**src/rtl/stage2_magnitude.sv**
```systemverilog
// stage2_magnitude: computes magMN = clamp(floor(sqrt(M^2 + N^2))) for the
// arcsin-quotient divider and forwards L alongside it.
//
// Ports:
//   clock, resetn        - system clock, synchronous active-low reset
//   validIn, M, N, L     - single-cycle input sample (signed 16-bit)
//   inReady              - high only while idle; a sample is accepted then
//   Lout, magMN          - captured L and clamped magnitude (held until next result)
//   validOut             - one-cycle pulse, 19 cycles after the accepting edge
//   satFlag, zeroFlag    - raw root above MAG_MAX / raw root equal to zero
//   overrun              - sticky: validIn arrived while busy
//
// Pipeline: IDLE -> SQUARE -> SUM -> ROOT (16 cycles) -> DONE -> IDLE.
module stage2_magnitude #(
  parameter logic [15:0] MAG_MAX = 16'd32767,
  parameter logic [15:0] MAG_MIN = 16'd1
) (
  input  logic        clock,
  input  logic        resetn,
  input  logic        validIn,
  input  logic [15:0] M,
  input  logic [15:0] N,
  input  logic [15:0] L,
  output logic        inReady,
  output logic [15:0] Lout,
  output logic [15:0] magMN,
  output logic        validOut,
  output logic        satFlag,
  output logic        zeroFlag,
  output logic        overrun
);

  typedef enum logic [2:0] {IDLE, SQUARE, SUM, ROOT, DONE} state_t;

  state_t      state_q, state_d;
  logic [15:0] m_q, m_d, n_q, n_d, l_q, l_d;
  logic [30:0] sqm_q, sqm_d, sqn_q, sqn_d;
  logic [31:0] x_q, x_d;
  logic [17:0] rem_q, rem_d;
  logic [15:0] root_q, root_d;
  logic [3:0]  cnt_q, cnt_d;
  logic [15:0] lout_q, lout_d, mag_q, mag_d;
  logic        vout_q, vout_d, sat_q, sat_d, zero_q, zero_d, ovr_q, ovr_d;

  logic signed [31:0] prod_m, prod_n;
  logic [17:0]        rem_sh, trial;
  logic               unused_bits;

  // Squares of signed 16-bit values are at most 2^30, so bit 31 is always 0.
  assign prod_m = $signed(m_q) * $signed(m_q);
  assign prod_n = $signed(n_q) * $signed(n_q);

  // The partial remainder never exceeds 2*root, so before the last step it
  // fits in 16 bits; shifting in two radicand bits yields an 18-bit value.
  assign rem_sh = {rem_q[15:0], x_q[31:30]};
  assign trial  = {root_q, 2'b01};

  assign unused_bits = ^{rem_q[17:16], prod_m[31], prod_n[31]};

  assign inReady  = (state_q == IDLE);
  assign Lout     = lout_q;
  assign magMN    = mag_q;
  assign validOut = vout_q;
  assign satFlag  = sat_q;
  assign zeroFlag = zero_q;
  assign overrun  = ovr_q;

  always_comb begin
    state_d = state_q;
    m_d     = m_q;
    n_d     = n_q;
    l_d     = l_q;
    sqm_d   = sqm_q;
    sqn_d   = sqn_q;
    x_d     = x_q;
    rem_d   = rem_q;
    root_d  = root_q;
    cnt_d   = cnt_q;
    lout_d  = lout_q;
    mag_d   = mag_q;
    sat_d   = sat_q;
    zero_d  = zero_q;
    vout_d  = 1'b0;
    // Busy-time samples are dropped but remembered.
    ovr_d   = ovr_q | (validIn & (state_q != IDLE));

    case (state_q)
      IDLE: begin
        if (validIn) begin
          m_d     = M;
          n_d     = N;
          l_d     = L;
          state_d = SQUARE;
        end
      end
      SQUARE: begin
        sqm_d   = prod_m[30:0];
        sqn_d   = prod_n[30:0];
        state_d = SUM;
      end
      SUM: begin
        x_d     = {1'b0, sqm_q} + {1'b0, sqn_q};
        rem_d   = '0;
        root_d  = '0;
        cnt_d   = 4'd15;
        state_d = ROOT;
      end
      ROOT: begin
        // Restoring square root: one result bit per cycle, MSB first.
        if (rem_sh >= trial) begin
          rem_d  = rem_sh - trial;
          root_d = {root_q[14:0], 1'b1};
        end else begin
          rem_d  = rem_sh;
          root_d = {root_q[14:0], 1'b0};
        end
        x_d = {x_q[29:0], 2'b00};
        if (cnt_q == 4'd0) state_d = DONE;
        else               cnt_d   = cnt_q - 4'd1;
      end
      DONE: begin
        if (root_q > MAG_MAX)      mag_d = MAG_MAX;
        else if (root_q < MAG_MIN) mag_d = MAG_MIN;
        else                       mag_d = root_q;
        sat_d   = (root_q > MAG_MAX);
        zero_d  = (root_q == 16'd0);
        lout_d  = l_q;
        vout_d  = 1'b1;
        state_d = IDLE;
      end
      default: state_d = IDLE;
    endcase
  end

  always_ff @(posedge clock) begin
    if (!resetn) begin
      state_q <= IDLE;
      m_q     <= '0;
      n_q     <= '0;
      l_q     <= '0;
      sqm_q   <= '0;
      sqn_q   <= '0;
      x_q     <= '0;
      rem_q   <= '0;
      root_q  <= '0;
      cnt_q   <= '0;
      lout_q  <= '0;
      mag_q   <= '0;
      vout_q  <= 1'b0;
      sat_q   <= 1'b0;
      zero_q  <= 1'b0;
      ovr_q   <= 1'b0;
    end else begin
      state_q <= state_d;
      m_q     <= m_d;
      n_q     <= n_d;
      l_q     <= l_d;
      sqm_q   <= sqm_d;
      sqn_q   <= sqn_d;
      x_q     <= x_d;
      rem_q   <= rem_d;
      root_q  <= root_d;
      cnt_q   <= cnt_d;
      lout_q  <= lout_d;
      mag_q   <= mag_d;
      vout_q  <= vout_d;
      sat_q   <= sat_d;
      zero_q  <= zero_d;
      ovr_q   <= ovr_d;
    end
  end

endmodule

```
**config.mk**
```make
export PLATFORM = sky130hd
export DESIGN_NAME = stage2_magnitude
export DESIGN_NICKNAME = d
export VERILOG_FILES = /design/src/rtl/stage2_magnitude.sv
export SDC_FILE = /design/constraint.sdc
export NUM_CORES = 2
export LEC_CHECK = 0
export CORE_AREA = 2 2 249 251
export CTS_CLUSTER_SIZE = 28
export DETAILED_ROUTE_END_ITERATION = 10
export DIE_AREA = 0 0 251 253
export GPL_TIMING_DRIVEN = 0
export PLACE_DENSITY = 0.64
export SYNTH_ARGS = -nofsm -noshare
export SYNTH_HDL_FRONTEND = slang
export SYNTH_SLANG_ARGS = --single-unit
export TNS_END_PERCENT = 50
```
**constraint.sdc**
```tcl
create_clock -name clock -period 7.3 [get_ports clock]
set_input_delay 1.46 -clock clock [delete_from_list [all_inputs] [get_ports clock]]
set_output_delay 1.46 -clock clock [all_outputs]
set_load 0.03 [all_outputs]
```
# Word-level counts from Yosys, hierarchy flattened
# Index checks and enable logic that the tools add are counted.
totals:
  ff_bits: 217
  in_bits: 51
  output_inout_bits: 37
  wordCells: 54
op_classes:
  add_sub_neg: 3
  n_mul: 2
  n_lt_le_gt_ge: 3
  n_eq_ne: 7
  muxes: 13
  bitwise_logic: 2
  reduce_logical: 8
op_table:
  columns: ["op", "n"]
  rows:
  - ["$pmux 16 s2", 2]
  - ["$pmux 32 s2", 1]
  - ["$mul 16x16->31", 2]
  - ["$mux 16", 3]
  - ["$add 31x31->32", 1]
  - ["$ge 18x18->1", 1]
  - ["$gt 16x15->1 const B", 1]
  - ["$logic_not 16->1", 1]
  - ["$lt 16x1->1 const B", 1]
  - ["$sub 16x16->16", 1]
  - ["$pmux 3 s4", 1]
  - ["$pmux 4 s2", 1]
  - ["$eq 3x2->1 const B", 2]
  - ["$mux 3", 2]
  - ["$ne 2x2->1 const B", 3]
  - ["$reduce_and 2->1", 3]
  - ["$logic_not 4->1", 1]
  - ["$mux 4", 1]
  - ["$sub 4x1->4 const B", 1]
  - ["$eq 3x1->1 const B", 1]
  - ["$eq 3x3->1 const B", 1]
  - ["$logic_not 3->1", 1]
  - ["$reduce_bool 3->1", 1]
  - ["$mux 1", 2]
  - ["other kinds (3)", 3]

# Longest topological paths before layout
depth:
  ltp_word: 3
  depth_mapped: 25
  depth_no_buf: 23

# Least setup slack after synthesis
# Ideal clock, no wire load.
synth_timing:
  path_type: "reg2reg"
  startpoint: "register n_q[1]"
  endpoint: "register sqn_q[30]"
  setup_time_ns: 0.133
  t_arrival_ns: 5.950
  required_ns: 7.167
  slack_ns: 1.218
  path_stages_with_launch: 22
  path_buffers: 1
  synth_period_minus_slack_ns: 6.082
  path_cell_list: "dfxtp_1 > clkbuf_1 > and2_1 > fa_1 > inv_1 > fa_1 > inv_1 > fa_1 > fa_1 > fa_1 > inv_1 > fa_1 > inv_1 > ha_1 > a21o_1 > a21oi_1 > o21ai_1 > or3_1 > o31ai_1 > o21ai_1 > xnor2_1 > a21oi_1"
synth_between:
  elab_chain_cells: 1
synth_rtl:
  columns: ["element", "line_no", "rtl"]
  rows:
  - ["start, declared", "36", "logic [15:0] m_q, m_d, n_q, n_d, l_q, l_d;"]
  - ["start signal, assigned", "156", "n_q <= n_d;"]
  - ["$mul 16x16->31", "51", "assign prod_n = $signed(n_q) * $signed(n_q);"]
  - ["end signal, assigned", "159", "sqn_q <= sqn_d;"]
  - ["end, declared", "37", "logic [30:0] sqm_q, sqm_d, sqn_q, sqn_d;"]
# Every way passes these cells.
# A chain may end at the register's enable or synchronous reset.

# Final worst setup path
layout_timing:
  startpoint: "register n_q[12]"
  endpoint: "register sqn_q[30]"
# Same word-level chain as after synthesis.

==> metrics.md <==
| Metric | Value |
|---|---|
| Status | `finished, final reports clean` |
| Clock share of power | `between 20 and 30%` |
| Count of flip-flops with a built-in enable after synthesis | `0` |
| Later-pin clock latency in the skew report | `roughly 0.56 ns` |
| Total grt overflow | `0` |
| NetSw | `about 1.8 mW` |
| Fin crit period | `6.963 ns` |
| Number of standard-cell rows in the floorplan | `91` |
| Cells after synthesis | `between 3000 and 4000` |
| Setup Total Neg Slack | `0 ns` |
| Die width | `251 µm` |
| Metal2 WL | `roughly 33000 µm` |
| CTS tree | `done` |
| Highest-delay cell along the critical path | `sky130_fd_sc_hd__clkinv_1` |
| Number of failing hold endpoints at the final stage | `0` |
| Part of the power in registers | `28.9%` |
| Post-layout utilization of the core | `49.12%` |
| Number of global-route vias before repair | `between 20000 and 25000` |
| Number of distinct standard cells referenced by the synthesized netlist | `74` |
| Number of vias after detailed routing | `21382` |
| Number of setup violations in the final report | `0` |
| Class of the most critical setup path | `flop to flop` |
| Slew Viols, Final | `0` |
| Initial DRC Count | `1314` |
| Flop and latch count out of synthesis | `215` |
| Post-Route Hold Slack | `0.4530 ns` |
| P_int | `2.744 mW` |
| Relative max-transition margin | `~30%` |
| Sum of net half-perimeters after detailed placement | `57190 µm` |
| Crit path launch type | `flop` |
| Average wire length per cell after detail routing | `16.98 µm` |
| Count of buffers inserted at the top-level ports | `87` |
| Sinks on the clock net | `215` |
| Buffer count from post-CTS setup fixing | `0` |
| Final antenna diode count | `0` |
| Count of TritonRoute iterations in the first routing pass | `5` |
| Global-route wire length before repair | `113700 µm` |
| Proportion of netlist area held by the largest area contributor | `33.75%` |
| RSZ-0062 raised after global routing | `no` |
| Most common cell after layout, fill and taps aside | `sky130_fd_sc_hd__inv_1` |
| Biggest area consumer among synthesized cells | `sky130_fd_sc_hd__fa_1` |
| Root buffer selected by CTS | `sky130_fd_sc_hd__clkbuf_16` |
| CTS clk-pin slew, worst paths | `0.06 ns` |
| Total power density per cell area | `152.2 nW/µm²` |
| Predominant post-synthesis flop cell | `sky130_fd_sc_hd__dfxtp_1` |
| Syn Nets | `3887` |
| Clock tree skew after final layout | `0.01811 ns` |
| Topmost layer with routed signal wires | `met4` |
| Post-detailed-routing wire length | `69300 µm` |
| Number of vias per cell | `5.241` |
| Cell type with the highest occurrence count on the critical path | `sky130_fd_sc_hd__fa_1` |
| # Max-Cap Violations | `0` |
| Layout-stage area growth over the synthesis result | `10.11%` |
| Number of fill cells | `~5900` |
| DRC | `0` |
| Largest net degree at the start of global routing | `14` |
| Number of H-tree levels | `1` |
| Cell area after synthesis | `roughly 27000 µm²` |
| Worst ir drop on vdd | `~0.17 mV` |
| Max Buffers Root-to-Sink | `3` |
| Antenna violations before repair | `1` |
| Nets | `4002` |
| Ordered cell list for the critical path | `clkbuf_1, clkinv_1, nor2_1, ha_1, xor2_1, fa_1, fa_1, inv_1, fa_1, fa_1, inv_1, fa_1, inv_1, ha_1, inv_1, nor2_1, a21oi_1, a21oi_1, o31ai_2, o21ai_1, xnor2_1, a21oi_1` |
| Global-route usage over all layers | `between 20 and 25%` |
| Synthesized area divided by synthesized cell count | `8.630 µm²` |
| Required time of the critical path | `7.71 ns` |
| Switching power share of the total | `between 30% and 40%` |
| Type of destination of the critical path | `flop` |
| Floorplan die height | `253 µm` |
| Met3 routed WL | `approximately 4000 µm` |
| PnR Total Power | `4.562 mW` |
| Pre-CTS worst setup slack | `roughly 0.084 ns` |
| Critical path's largest stage delay | `0.56 ns` |
| Relative contribution of combinational cells to total power | `roughly two fifths` |
| Share of flip-flops with an asynchronous set or reset | `0%` |
| Routability cong. | `0.9214` |
| Syn. warnings | `0` |
| Starting density of the core | `44.61%` |
| Met1 Routed Length | `30050 µm` |
| Pin slew with the least headroom to its limit | `roughly 1.1 ns` |
| Fraction of final layout cells sized beyond drive strength 1 | `2.553%` |
| Post-synthesis sequential area ratio | `15.81%` |
| Pleak | `14.26 nW` |
| Upper clock frequency limit | `143.6 MHz` |
| Critical path peak fanout | `10` |
| Final period utilization | `between 90% and 100%` |
| Post-layout worst setup margin | `between 0.3 and 0.4 ns` |
| Class of the tightest hold or removal check | `flop to flop` |
| Post-cts resize count | `0` |
| Core outline area | `61030 µm²` |
| Most frequent cells in the layout | `674 x sky130_fd_sc_hd__inv_1, 458 x sky130_fd_sc_hd__fa_1, 424 x sky130_fd_sc_hd__nand2_1` |
| Count of antenna-violating nets left after detailed routing | `0` |
| Cts bufs inserted | `26` |
| Leading post-synthesis cells by cell area | `sky130_fd_sc_hd__fa_1 34%, sky130_fd_sc_hd__dfxtp_1 16%, sky130_fd_sc_hd__ha_1 10%` |
| I/O pin cnt | `88` |
| Die area | `63500 µm²` |
| Hold-fix buffers, CTS | `0` |
| Data arrival time at the worst-slack endpoint | `7.37 ns` |
-- metrics by stage --
step,std cells,area (µm²)
2_1_floorplan,3155,27230
3_3_place_gp,4032,29090
3_5_place_dp,4032,29090
4_1_cts,4080,29970
5_1_grt,4080,29980
6_report,4080,29980
-- sequential cells by signal, indices dropped and copies added (netlist names) --
| signal | count |
|---|---|
| x_q | 32 |
| sqm_q | 30 |
| sqn_q | 30 |
| Lout | 16 |
| l_q | 16 |
| m_q | 16 |
| magMN | 16 |
| n_q | 16 |
| rem_q | 16 |
| root_q | 16 |
| cnt_q | 4 |
| state_q | 3 |
| overrun | 1 |
| satFlag | 1 |
| validOut | 1 |
| zeroFlag | 1 |
-- synth_stat cells (6+ instances only) --
library cell               instances
sky130_fd_sc_hd__nor3_1           28
sky130_fd_sc_hd__or2_2             6
sky130_fd_sc_hd__fa_1            459
sky130_fd_sc_hd__o21ai_0          46
sky130_fd_sc_hd__a21oi_1         181
sky130_fd_sc_hd__ha_1            222
sky130_fd_sc_hd__and2_1           56
sky130_fd_sc_hd__o21ai_1          25
sky130_fd_sc_hd__nand3b_1          7
sky130_fd_sc_hd__nand4_1          16
sky130_fd_sc_hd__nor4_1            7
sky130_fd_sc_hd__nor2_1          183
sky130_fd_sc_hd__nand2b_1         13
sky130_fd_sc_hd__a21o_1           25
sky130_fd_sc_hd__and3_1           20
sky130_fd_sc_hd__dfxtp_1         215
sky130_fd_sc_hd__a22oi_1          19
sky130_fd_sc_hd__buf_1             9
sky130_fd_sc_hd__a311oi_1          8
sky130_fd_sc_hd__a211oi_1         15
sky130_fd_sc_hd__inv_1           674
sky130_fd_sc_hd__o21a_1            8
sky130_fd_sc_hd__xnor2_1          83
sky130_fd_sc_hd__clkbuf_1        110
sky130_fd_sc_hd__nand3_1          54
sky130_fd_sc_hd__a31oi_1          32
sky130_fd_sc_hd__nor2b_1          17
sky130_fd_sc_hd__nand2_1         424
sky130_fd_sc_hd__o31ai_1           9
sky130_fd_sc_hd__o211ai_1         21
sky130_fd_sc_hd__a221oi_1         13
sky130_fd_sc_hd__xor2_1           29
sky130_fd_sc_hd__o22ai_1           8
sky130_fd_sc_hd__mux2i_1          16
sky130_fd_sc_hd__or3_1            20
-- metal layers --
layer	global-route usage, %	vias up
met4	7.330	0
li1	-	10123
met2	38.57	559
met1	29.67	10588
met3	2.909	112
met5	0	-
-- layout make-up --
class	instances	area [µm²]	area share (%)
Multi-Input combinational cell	2136	19890	66.36
Sequential cell	215	4304	14.36
Inverter	680	2552	8.514
Tap cell	790	988.4	3.297
Timing Repair Buffer	87	870.8	2.905
Clock buffer	32	713.2	2.379
Buffer	124	486.7	1.624
Clock inverter	16	168.9	0.5634
-- worst paths after layout --
path            from         to  slack, ns  cells after the start
max          n_q[12]  sqn_q[30]       0.34                     22
max reg2reg  n_q[12]  sqn_q[30]       0.34                     22
min reg2reg   l_q[9]    Lout[9]       0.45                      2
min           l_q[9]    Lout[9]       0.45                      2
-- power groups by stage --
stage	clock network [mW]	registers, mW	logic [mW]
2_1_floorplan	0	1.32	1.37
3_5_place_dp	0	1.34	1.89
4_1_cts	1.36	1.32	1.90
3_3_place_gp	0	1.34	1.87
6_report	1.34	1.32	1.90
5_1_grt	1.41	1.33	2.16
-- worst max-delay path: cells and delay by family, from the launching register on --
family,cells,cell delay (ns)
buffers and inverters,6,1.30
AOI/OAI and AO/OA,5,1.17
and+or+nand+nor,2,0.45
xor gates and xnor gates,2,0.48
DFF,1,0.31
adders and majority gates,7,3.12
-- kinds of logic after synthesis --
group / Yosys count / synth area share, %
adder cells (fa/ha/maj): 681 / 43.95
AO/OA/AOI/OAI: 466 / 10.93
buffers and inverters: 804 / 11.15
multiplexers: 18 / 0.6709
AND/OR/NAND/NOR: 859 / 13.88
flip-flops: 215 / 15.81
XOR/XNOR: 112 / 3.603
No activity file was read; power rests on OpenSTA's default activity.
